**config.mk**
```make
export PLATFORM = sky130hd
export DESIGN_NAME = trace_feeder
export DESIGN_NICKNAME = d
export VERILOG_FILES = /design/src/rtl/trace_feeder.sv
export SDC_FILE = /design/constraint.sdc
export NUM_CORES = 1
export LEC_CHECK = 0
export BUFFER_PORTS_ARGS = -buffer_cell sky130_fd_sc_hd__buf_2
export CORE_ASPECT_RATIO = 2
export CORE_UTILIZATION = 56
export DETAILED_ROUTE_END_ITERATION = 7
export GPL_ROUTABILITY_DRIVEN = 1
export GPL_TIMING_DRIVEN = 0
export HOLD_SLACK_MARGIN = 0.03
export MAX_ROUTING_LAYER = met4
export PLACE_DENSITY = 0.81
export SYNTH_ARGS = -nofsm -noshare
export SYNTH_HDL_FRONTEND = slang
export SYNTH_SLANG_ARGS = --single-unit
export TNS_END_PERCENT = 10
```
**constraint.sdc**
```tcl
create_clock -name clk -period 3.2 [get_ports clk]
set_input_delay 0.32 -clock clk [delete_from_list [all_inputs] [get_ports clk]]
set_output_delay 0.32 -clock clk [all_outputs]
set_load 0.02 [all_outputs]
```
**src/rtl/trace_feeder.sv**
```systemverilog
// ---------------------------------------------------------------------------
// trace_feeder
//
// Purpose:
//   Takes a stream of memory-trace entries ({write flag, byte address}),
//   discards zero-address entries (address 0 is the cache's idle code),
//   buffers the rest in a small FIFO and presents them one at a time to a
//   cache stage through a registered valid/ready output stage. Issued reads,
//   issued writes and dropped entries are counted with saturating counters.
//
// Parameters:
//   DEPTH        FIFO entries (power of two, >= 2)
//   OFFSET_BITS  block-offset bits of the address
//   INDEX_BITS   set-index bits of the address
//
// Ports:
//   clk          clock, all state updates on the rising edge
//   reset        asynchronous active-high reset
//   in_valid     trace entry present
//   in_ready     feeder accepts an entry this cycle
//   in_write     1 = write access, 0 = read access
//   in_addr      byte address of the access
//   flush        synchronous clear of all queued work
//   out_valid    request presented to the cache stage
//   out_ready    cache stage consumes the request
//   out_write    read/write flag of the presented request
//   out_addr     byte address of the presented request
//   out_tag      tag slice of out_addr
//   out_index    set-index slice of out_addr
//   num_reads    issued read requests (saturating)
//   num_writes   issued write requests (saturating)
//   num_dropped  discarded zero-address entries (saturating)
//   full         FIFO holds DEPTH entries
//   empty        FIFO and output stage both hold nothing
// ---------------------------------------------------------------------------
module trace_feeder #(
  parameter int DEPTH       = 4,
  parameter int OFFSET_BITS = 6,
  parameter int INDEX_BITS  = 2
) (
  input  logic                                clk,
  input  logic                                reset,
  input  logic                                in_valid,
  output logic                                in_ready,
  input  logic                                in_write,
  input  logic [31:0]                         in_addr,
  input  logic                                flush,
  output logic                                out_valid,
  input  logic                                out_ready,
  output logic                                out_write,
  output logic [31:0]                         out_addr,
  output logic [31-OFFSET_BITS-INDEX_BITS:0]  out_tag,
  output logic [INDEX_BITS-1:0]               out_index,
  output logic [11:0]                         num_reads,
  output logic [11:0]                         num_writes,
  output logic [7:0]                          num_dropped,
  output logic                                full,
  output logic                                empty
);

  localparam int PTR_W   = $clog2(DEPTH);
  localparam int CNT_W   = PTR_W + 1;
  localparam int TAG_LSB = OFFSET_BITS + INDEX_BITS;

  typedef enum logic {
    OUT_EMPTY = 1'b0,
    OUT_HOLD  = 1'b1
  } out_state_t;

  // FIFO storage: bit 32 is the write flag, bits 31:0 the address.
  logic [32:0]      mem [DEPTH];
  logic [PTR_W-1:0] wr_ptr_reg;
  logic [PTR_W-1:0] rd_ptr_reg;
  logic [CNT_W-1:0] count_reg;

  // Output stage
  out_state_t       state_reg;
  out_state_t       state_next;
  logic [31:0]      out_addr_reg;
  logic             out_write_reg;

  // Counters
  logic [11:0]      rd_cnt_reg;
  logic [11:0]      wr_cnt_reg;
  logic [7:0]       drop_cnt_reg;

  // Goes high on the first edge after reset is released; keeps in_ready low
  // while reset is asserted and for the remainder of that cycle.
  logic             live_reg;

  logic             fifo_full;
  logic             fifo_nonempty;
  logic             accept;
  logic             push;
  logic             drop;
  logic             pop;
  logic             out_fire;
  logic [32:0]      head_entry;

  // -------------------------------------------------------------------------
  // Handshake decode (occupancy is registered, so in_ready has no path from
  // in_valid or out_ready)
  // -------------------------------------------------------------------------
  assign fifo_full     = (count_reg == CNT_W'(DEPTH));
  assign fifo_nonempty = (count_reg != '0);

  assign in_ready = live_reg && !fifo_full && !flush;
  assign accept   = in_valid && in_ready;
  assign push     = accept && (in_addr != 32'd0);
  assign drop     = accept && (in_addr == 32'd0);
  assign out_fire = (state_reg == OUT_HOLD) && out_ready;

  assign head_entry = mem[rd_ptr_reg];

  // -------------------------------------------------------------------------
  // Output-stage FSM: next state and FIFO pop decision
  // -------------------------------------------------------------------------
  always_comb begin
    state_next = state_reg;
    pop        = 1'b0;
    case (state_reg)
      OUT_EMPTY: begin
        if (fifo_nonempty) begin
          pop        = 1'b1;
          state_next = OUT_HOLD;
        end
      end
      OUT_HOLD: begin
        if (out_ready) begin
          if (fifo_nonempty) begin
            pop        = 1'b1;
            state_next = OUT_HOLD;
          end else begin
            state_next = OUT_EMPTY;
          end
        end
      end
      default: begin
        state_next = OUT_EMPTY;
      end
    endcase
    // Flush discards the FIFO contents, so nothing is loaded from it.
    if (flush) begin
      pop        = 1'b0;
      state_next = OUT_EMPTY;
    end
  end

  always_ff @(posedge clk or posedge reset) begin
    if (reset) begin
      state_reg <= OUT_EMPTY;
    end else begin
      state_reg <= state_next;
    end
  end

  // -------------------------------------------------------------------------
  // FIFO storage (no reset: contents are only meaningful under count_reg)
  // -------------------------------------------------------------------------
  always_ff @(posedge clk) begin
    if (push) begin
      mem[wr_ptr_reg] <= {in_write, in_addr};
    end
  end

  // -------------------------------------------------------------------------
  // FIFO pointers and occupancy. DEPTH is a power of two, so the pointers
  // wrap naturally at their width.
  // -------------------------------------------------------------------------
  always_ff @(posedge clk or posedge reset) begin
    if (reset) begin
      wr_ptr_reg <= '0;
      rd_ptr_reg <= '0;
      count_reg  <= '0;
    end else if (flush) begin
      wr_ptr_reg <= '0;
      rd_ptr_reg <= '0;
      count_reg  <= '0;
    end else begin
      if (push) begin
        wr_ptr_reg <= wr_ptr_reg + 1'b1;
      end
      if (pop) begin
        rd_ptr_reg <= rd_ptr_reg + 1'b1;
      end
      case ({push, pop})
        2'b10:   count_reg <= count_reg + 1'b1;
        2'b01:   count_reg <= count_reg - 1'b1;
        default: count_reg <= count_reg;
      endcase
    end
  end

  // -------------------------------------------------------------------------
  // Output register: loaded only on a pop, otherwise held stable
  // -------------------------------------------------------------------------
  always_ff @(posedge clk or posedge reset) begin
    if (reset) begin
      out_addr_reg  <= 32'd0;
      out_write_reg <= 1'b0;
    end else if (pop) begin
      out_addr_reg  <= head_entry[31:0];
      out_write_reg <= head_entry[32];
    end
  end

  // -------------------------------------------------------------------------
  // Saturating counters. They are not affected by flush, and an output
  // handshake on the same edge as a flush still counts.
  // -------------------------------------------------------------------------
  always_ff @(posedge clk or posedge reset) begin
    if (reset) begin
      rd_cnt_reg   <= 12'd0;
      wr_cnt_reg   <= 12'd0;
      drop_cnt_reg <= 8'd0;
    end else begin
      if (out_fire) begin
        if (out_write_reg) begin
          if (wr_cnt_reg != 12'hFFF) begin
            wr_cnt_reg <= wr_cnt_reg + 1'b1;
          end
        end else begin
          if (rd_cnt_reg != 12'hFFF) begin
            rd_cnt_reg <= rd_cnt_reg + 1'b1;
          end
        end
      end
      if (drop && (drop_cnt_reg != 8'hFF)) begin
        drop_cnt_reg <= drop_cnt_reg + 1'b1;
      end
    end
  end

  always_ff @(posedge clk or posedge reset) begin
    if (reset) begin
      live_reg <= 1'b0;
    end else begin
      live_reg <= 1'b1;
    end
  end

  // -------------------------------------------------------------------------
  // Outputs
  // -------------------------------------------------------------------------
  assign out_valid   = (state_reg == OUT_HOLD);
  assign out_addr    = out_addr_reg;
  assign out_write   = out_write_reg;
  assign out_tag     = out_addr_reg[31:TAG_LSB];
  assign out_index   = out_addr_reg[TAG_LSB-1:OFFSET_BITS];
  assign num_reads   = rd_cnt_reg;
  assign num_writes  = wr_cnt_reg;
  assign num_dropped = drop_cnt_reg;
  assign full        = fifo_full;
  assign empty       = !fifo_nonempty && (state_reg == OUT_EMPTY);

endmodule
```
==> After elaboration in Yosys (flattened, before gate mapping) <==
Memories as Yosys holds them, arrays and structs flattened. A register that Yosys moved wholly into a read port is not among the register bits.
Index checks and enable logic that the tools add are counted.
{ "word_totals": {"register_bits": 41, "mem_bits_rw": 132, "inputBits": 38, "output_inout_bits": 95, "word_cells": 58, "mem_count": 1} }
{ "mem_list": {"columns": ["name", "words", "word_bits", "read_ports", "rd_clocked_by_memory_dff", "write_ports", "line", "rtl"], "rows": [
  ["mem", 4, 33, 1, 1, 1, "71", "logic [32:0] mem [DEPTH];"]
]} }
{ "op_classes": {"n_addsub": 7, "n_eq_ne": 6, "muxes": 15, "bitwise": 2, "n_reduce_logical": 19} }
{ "op_table": {"columns": ["cell", "count"], "rows": [
  ["$logic_not A32 Y1", 1],
  ["$reduce_bool A32 Y1", 1],
  ["$add A12 B1 Y12 const B", 2],
  ["$ne A12 B12 Y1 const B", 2],
  ["$add A8 B1 Y8 const B", 1],
  ["$logic_and A1 B1 Y1", 8],
  ["$mux W2", 4],
  ["$ne A8 B8 Y1 const B", 1],
  ["$mux W1", 7],
  ["$pmux W3 S2", 1],
  ["$reduce_and A3 Y1", 2],
  ["$reduce_bool A3 Y1", 2],
  ["$add A2 B1 Y2 const B", 2],
  ["$pmux W1 S2", 2],
  ["$reduce_bool A2 Y1", 2],
  ["$add A3 B1 Y3 const B", 1],
  ["$eq A3 B3 Y1 const B", 1],
  ["$logic_not A1 Y1", 3],
  ["$mux W3", 1],
  ["$sub A3 B1 Y3 const B", 1],
  ["$eq A2 B1 Y1 const B", 1],
  ["$eq A2 B2 Y1 const B", 1],
  ["$not A1 Y1", 2]
]} }

==> Depth between registers and ports, before layout <==
{ "depth": {"ltp_word": 9, "depth_mapped": 10, "ltp_nobuf": 10} }

==> Worst setup path after synthesis <==
No wires, ideal clock.
{ "synth_timing": {"kind": "register to register", "start": "register count_reg[2]", "end": "memory mem[0][0] (enable)", "setup_ps": 393, "arrival_time_ps": 1884, "t_required_ps": 2807, "path_slack_ps": 923, "path_stages_with_launch": 5, "path_buffers": 0, "synth_period_minus_slack_ps": 2277, "cell_sequence": "dfrtp_1 > nor3b_4 > nand4bb_4 > nor2_1 > and2_1"} }
{ "synth_between": {"elab_chain_len": 8} }
{ "synth_lines": {"columns": ["element", "line", "rtl"], "rows": [
  ["start, declared", "74", "logic [CNT_W-1:0] count_reg;"],
  ["start signal, assigned", "187", "2'b10: count_reg <= count_reg + 1'b1;"],
  ["start signal, assigned", "188", "2'b01: count_reg <= count_reg - 1'b1;"],
  ["start signal, assigned", "189", "default: count_reg <= count_reg;"],
  ["$eq A3 B3 Y1", "104", "assign fifo_full = (count_reg == CNT_W'(DEPTH));"],
  ["via full", "57", "output logic full,"],
  ["$logic_not A1 Y1", "107", "assign in_ready = live_reg && !fifo_full && !flush;"],
  ["$logic_and A1 B1 Y1 (2 in a row)", "107", null],
  ["$logic_and A1 B1 Y1", "108", "assign accept = in_valid && in_ready;"],
  ["$logic_and A1 B1 Y1", "109", "assign push = accept && (in_addr != 32'd0);"],
  ["$mux W1", "161", "if (push) begin"],
  ["$mux W1 (not written as such)", "162", "mem[wr_ptr_reg] <= {in_write, in_addr};"],
  ["end, declared", "71", null]
]} }
The timed path passes the listed nets, and every way through them passes these cells.

==> Worst setup path in the final report <==
{ "layout_timing": {"start": "input port in_addr[1]", "end": "register count_reg[1]"} }
{ "layout_between": {"elab_chain_len": 5, "word_cells_on_any_way": 7, "cone_classes": "eq/ne (2); mux (2); reduce/logical (3)"} }
{ "layout_lines": {"columns": ["element", "line", "rtl"], "rows": [
  ["start, declared", "46", "input logic [31:0] in_addr,"],
  ["$reduce_bool A32 Y1 (*)", "109", null],
  ["$logic_and A1 B1 Y1 (*)", "109", null],
  ["$eq A2 B1 Y1 / $eq A2 B2 Y1 (equally long branches)", "186", "case ({push, pop})"],
  ["$pmux W3 S2", "186", null],
  ["$mux W3", "175", "end else if (flush) begin"]
]} }
Every way passes the cells marked *; elsewhere a longest branch is shown, timed or not.
A chain may end at the register's enable or synchronous reset.

==> flow_metrics.py <==
metrics = {
    "timing": {
        "period_share": 0.805,
        "post-route-min-period_ps": 2580,
        "hold_viol": 0,
        "slew_headroom": 0.386,
        "worst_pin_slew_ps": 921,
        "worst_slack_ps": 623,
        "max_freq_ghz": 0.388,
        "finalSetupViolCount": 0,
        "rsz0062_at_grt": "false",
        "skew_ps": 15.1,
        "finalMaxSlewViolations": 0,
    },
    "floorplan": {
        "std_cell_rows": 63,
        "die_h_um": 177,
        "die_area_sq_um": 15800,
        "io_pins": 133,
        "core_sq_um": 14900,
        "start_util": 0.573,
        "die_w_um": 89.3,
    },
    "logic_synthesis": {
        "synth_nets": 530,
        "synth_area_per_cell_sq_um": 17.7,
        "ys_seq_elements": 206,
        "syn_area_sq_um": 8540,
        "synth-async-reset-ratio": 0.359,
        "netlist_top_cells_area": "edfxtp_1 46%, dfrtp_1 22%, mux4_2 8.7%",
        "synth_top_area_frac": 0.464,
        "synth-main-ff-cell": "edfxtp_1",
        "netlist_instances": 484,
        "yosysTopAreaCell": "edfxtp_1",
        "synth_seq_area_share": 0.681,
        "synth_cell_types": 53,
        "yosysWarnings": 0,
        "synth_edf_count": 132,
    },
    "clock_tree": {
        "cts.clk_slew.worst_paths_ps": 70,
        "cts.sinks": 206,
        "htreeDepth": 1,
        "clockRootBuffer": "clkbuf_16",
        "worstSkewPairLatency_ps": 480,
        "numCtsBuffers": 18,
        "cts_setup_buffers": 0,
        "cts_tree": "yes",
        "cts_buffer_depth": 3,
    },
    "final_layout": {
        "final_util": 0.679,
        "final_cell_mix": "136 x buf_2, 132 x edfxtp_1, 74 x dfrtp_1, 33 x mux4_2",
        "syn2layout_area_growth_pct": 18.3,
        "fillers": 950,
        "largest_reg_flops": 132,
        "final_common_cell": "buf_2",
        "fin_area_sq_um": 10100,
        "antenna_cells": 0,
        "nets": 684,
        "drive_above_1_share": 0.411,
    },
    "route": {
        "vias_per_cell": 5.59,
        "drcViolationCount": 0,
        "vias": 4726,
        "drt_iter0_drc": 259,
        "antenna_left": 0,
        "first_pass_iters": 4,
        "wire_per_inst_um": 19.4,
        "wirelength_um": 16400,
    },
    "global_route": {
        "use_met3": 0.0308,
        "grt_pass1_vias": 4850,
        "grt_antenna_before_repair": 0,
        "use_met2": 0.401,
        "grt.busiest_layer": "met2",
        "grt_pass1_wl_um": 25600,
        "grtUsageTotal": 0.226,
        "grt_max_degree": 42,
        "grt_use_met1": 0.255,
        "grt_remaining_overflow": 0,
    },
    "worst_setup_path": {
        "arrival_ps": 2930,
        "crit_slowest_cell": "fa_1",
        "critPathRequiredTime_ps": 3560,
        "crit_type": "in2reg",
        "crit_chain": "buf_2 > nor4_1 > nand4_1 > nor2_1 > nor2_1 > nor3_1 > fa_1 > nand2b_1 > nor2_1 > o21ai_0 > o311ai_1",
        "end_kind": "register",
        "start_kind": "primary input",
        "cpPeakStageDelay_ps": 470,
        "cp_max_fo": 5,
        "path_common_cell": "nor2_1",
    },
    "flow_run": {
        "drv_cap": 0,
    },
    "pwr": {
        "p_leak_uw": 0.00408,
        "peakVddDrop_mv": 0.683,
        "power_uw": 8620,
        "power_density_nw_per_um2": 853,
    },
    "placed_design": {
        "gp_congestion": 0.818,
        "place_area_sq_um": 9480,
        "place_hpwl_um": 11000,
        "dpl_worst_slack_ps": 171,
        "port_buffers": 132,
    },
    "worst_hold_path": {
        "hp-class": "in2reg",
    },
    "status": {
        "status": "finished clean",
    },
}
-- critical path, delay by kind of cell --
family | cells | cell delay [ps]
buffers and inverters | 1 | 130
adders and majority gates | 1 | 470
AOI/OAI and AO/OA | 2 | 270
and+or+nand+nor | 7 | 1740
-- kinds of logic after synthesis --
kind of cell | count (synthesis) | synth area share
buffers and inverters | 46 | 0.0392
adders and majority gates | 8 | 0.0126
DFF | 206 | 0.681
other | 1 | 0.000439
and+or+nand+nor | 112 | 0.0782
xor gates and xnor gates | 29 | 0.0313
muxes | 70 | 0.147
AOI/OAI and AO/OA | 12 | 0.00996
-- timing repair --
item / 4_1_cts / 5_1_grt
hold buffers: 1 / 0
resized for setup: 0 / 0
endpoints found under the hold margin: 33 / 0
setup endpoints to repair: 0 / 0
-- path summary, 6_finish.rpt --
kind,from,endpoint,slack (ps),cells past startpoint
min,in_addr[26],mem[1][26],70,1
min in group asynchronous,reset,num_writes[11],390,3
max in group asynchronous,reset,out_addr[3],2220,4
max,in_addr[1],count_reg[1],620,11
min reg2reg,num_dropped[7],num_dropped[7],510,1
max reg2reg,count_reg[2],mem[3][13],870,4
-- layout make-up --
| cell class | instances | area, sq um | area share |
|---|---|---|---|
| Sequential cell | 206 | 5820 | 0.575 |
| Multi-Input combinational cell | 232 | 2400 | 0.237 |
| Timing Repair Buffer | 134 | 698 | 0.0691 |
| Clock buffer | 25 | 508 | 0.0503 |
| Buffer | 40 | 313 | 0.0309 |
| Tap cell | 195 | 244 | 0.0241 |
| Clock inverter | 7 | 108 | 0.0106 |
| Inverter | 6 | 25.0 | 0.00248 |
-- synth_stat cells (2+ instances only) --
library cell,instances
edfxtp_1,132
dfrtp_1,74
mux4_2,33
buf_4,27
mux2_4,27
nor2_1,22
xnor2_1,16
nand3_1,15
nor4_1,12
xor2_1,12
nand2_1,11
nor3_1,11
mux2_1,9
nand4_1,9
ha_1,7
inv_1,6
clkbuf_1,5
and2_1,4
and4_1,4
buf_2,4
and3_1,3
buf_12,3
nor2b_1,3
a21oi_1,2
a41oi_1,2
nand2b_1,2
nor3_2,2
or3_1,2
-- per-stage QoR --
stage	hold WS (ps)	instances	setup TNS [ps]
after global routing	60.9	845	0
after global placement	478	811	-127
after detailed placement	370	812	0
after floorplan	419	484	0
after CTS	53.7	845	0
final	70.6	845	0
-- power by group --
part | internal [uW] | switching [uW]
combinational | 1410 | 1450
clock | 1350 | 911
sequential | 3180 | 317
total | 5950 | 2680
-- metal layers --
metal,wire [um],share of wire
met5,0,0
met4,473,0.029
met3,672,0.041
met2,9290,0.57
met1,5970,0.36
Power figures use the tool's default switching activity.
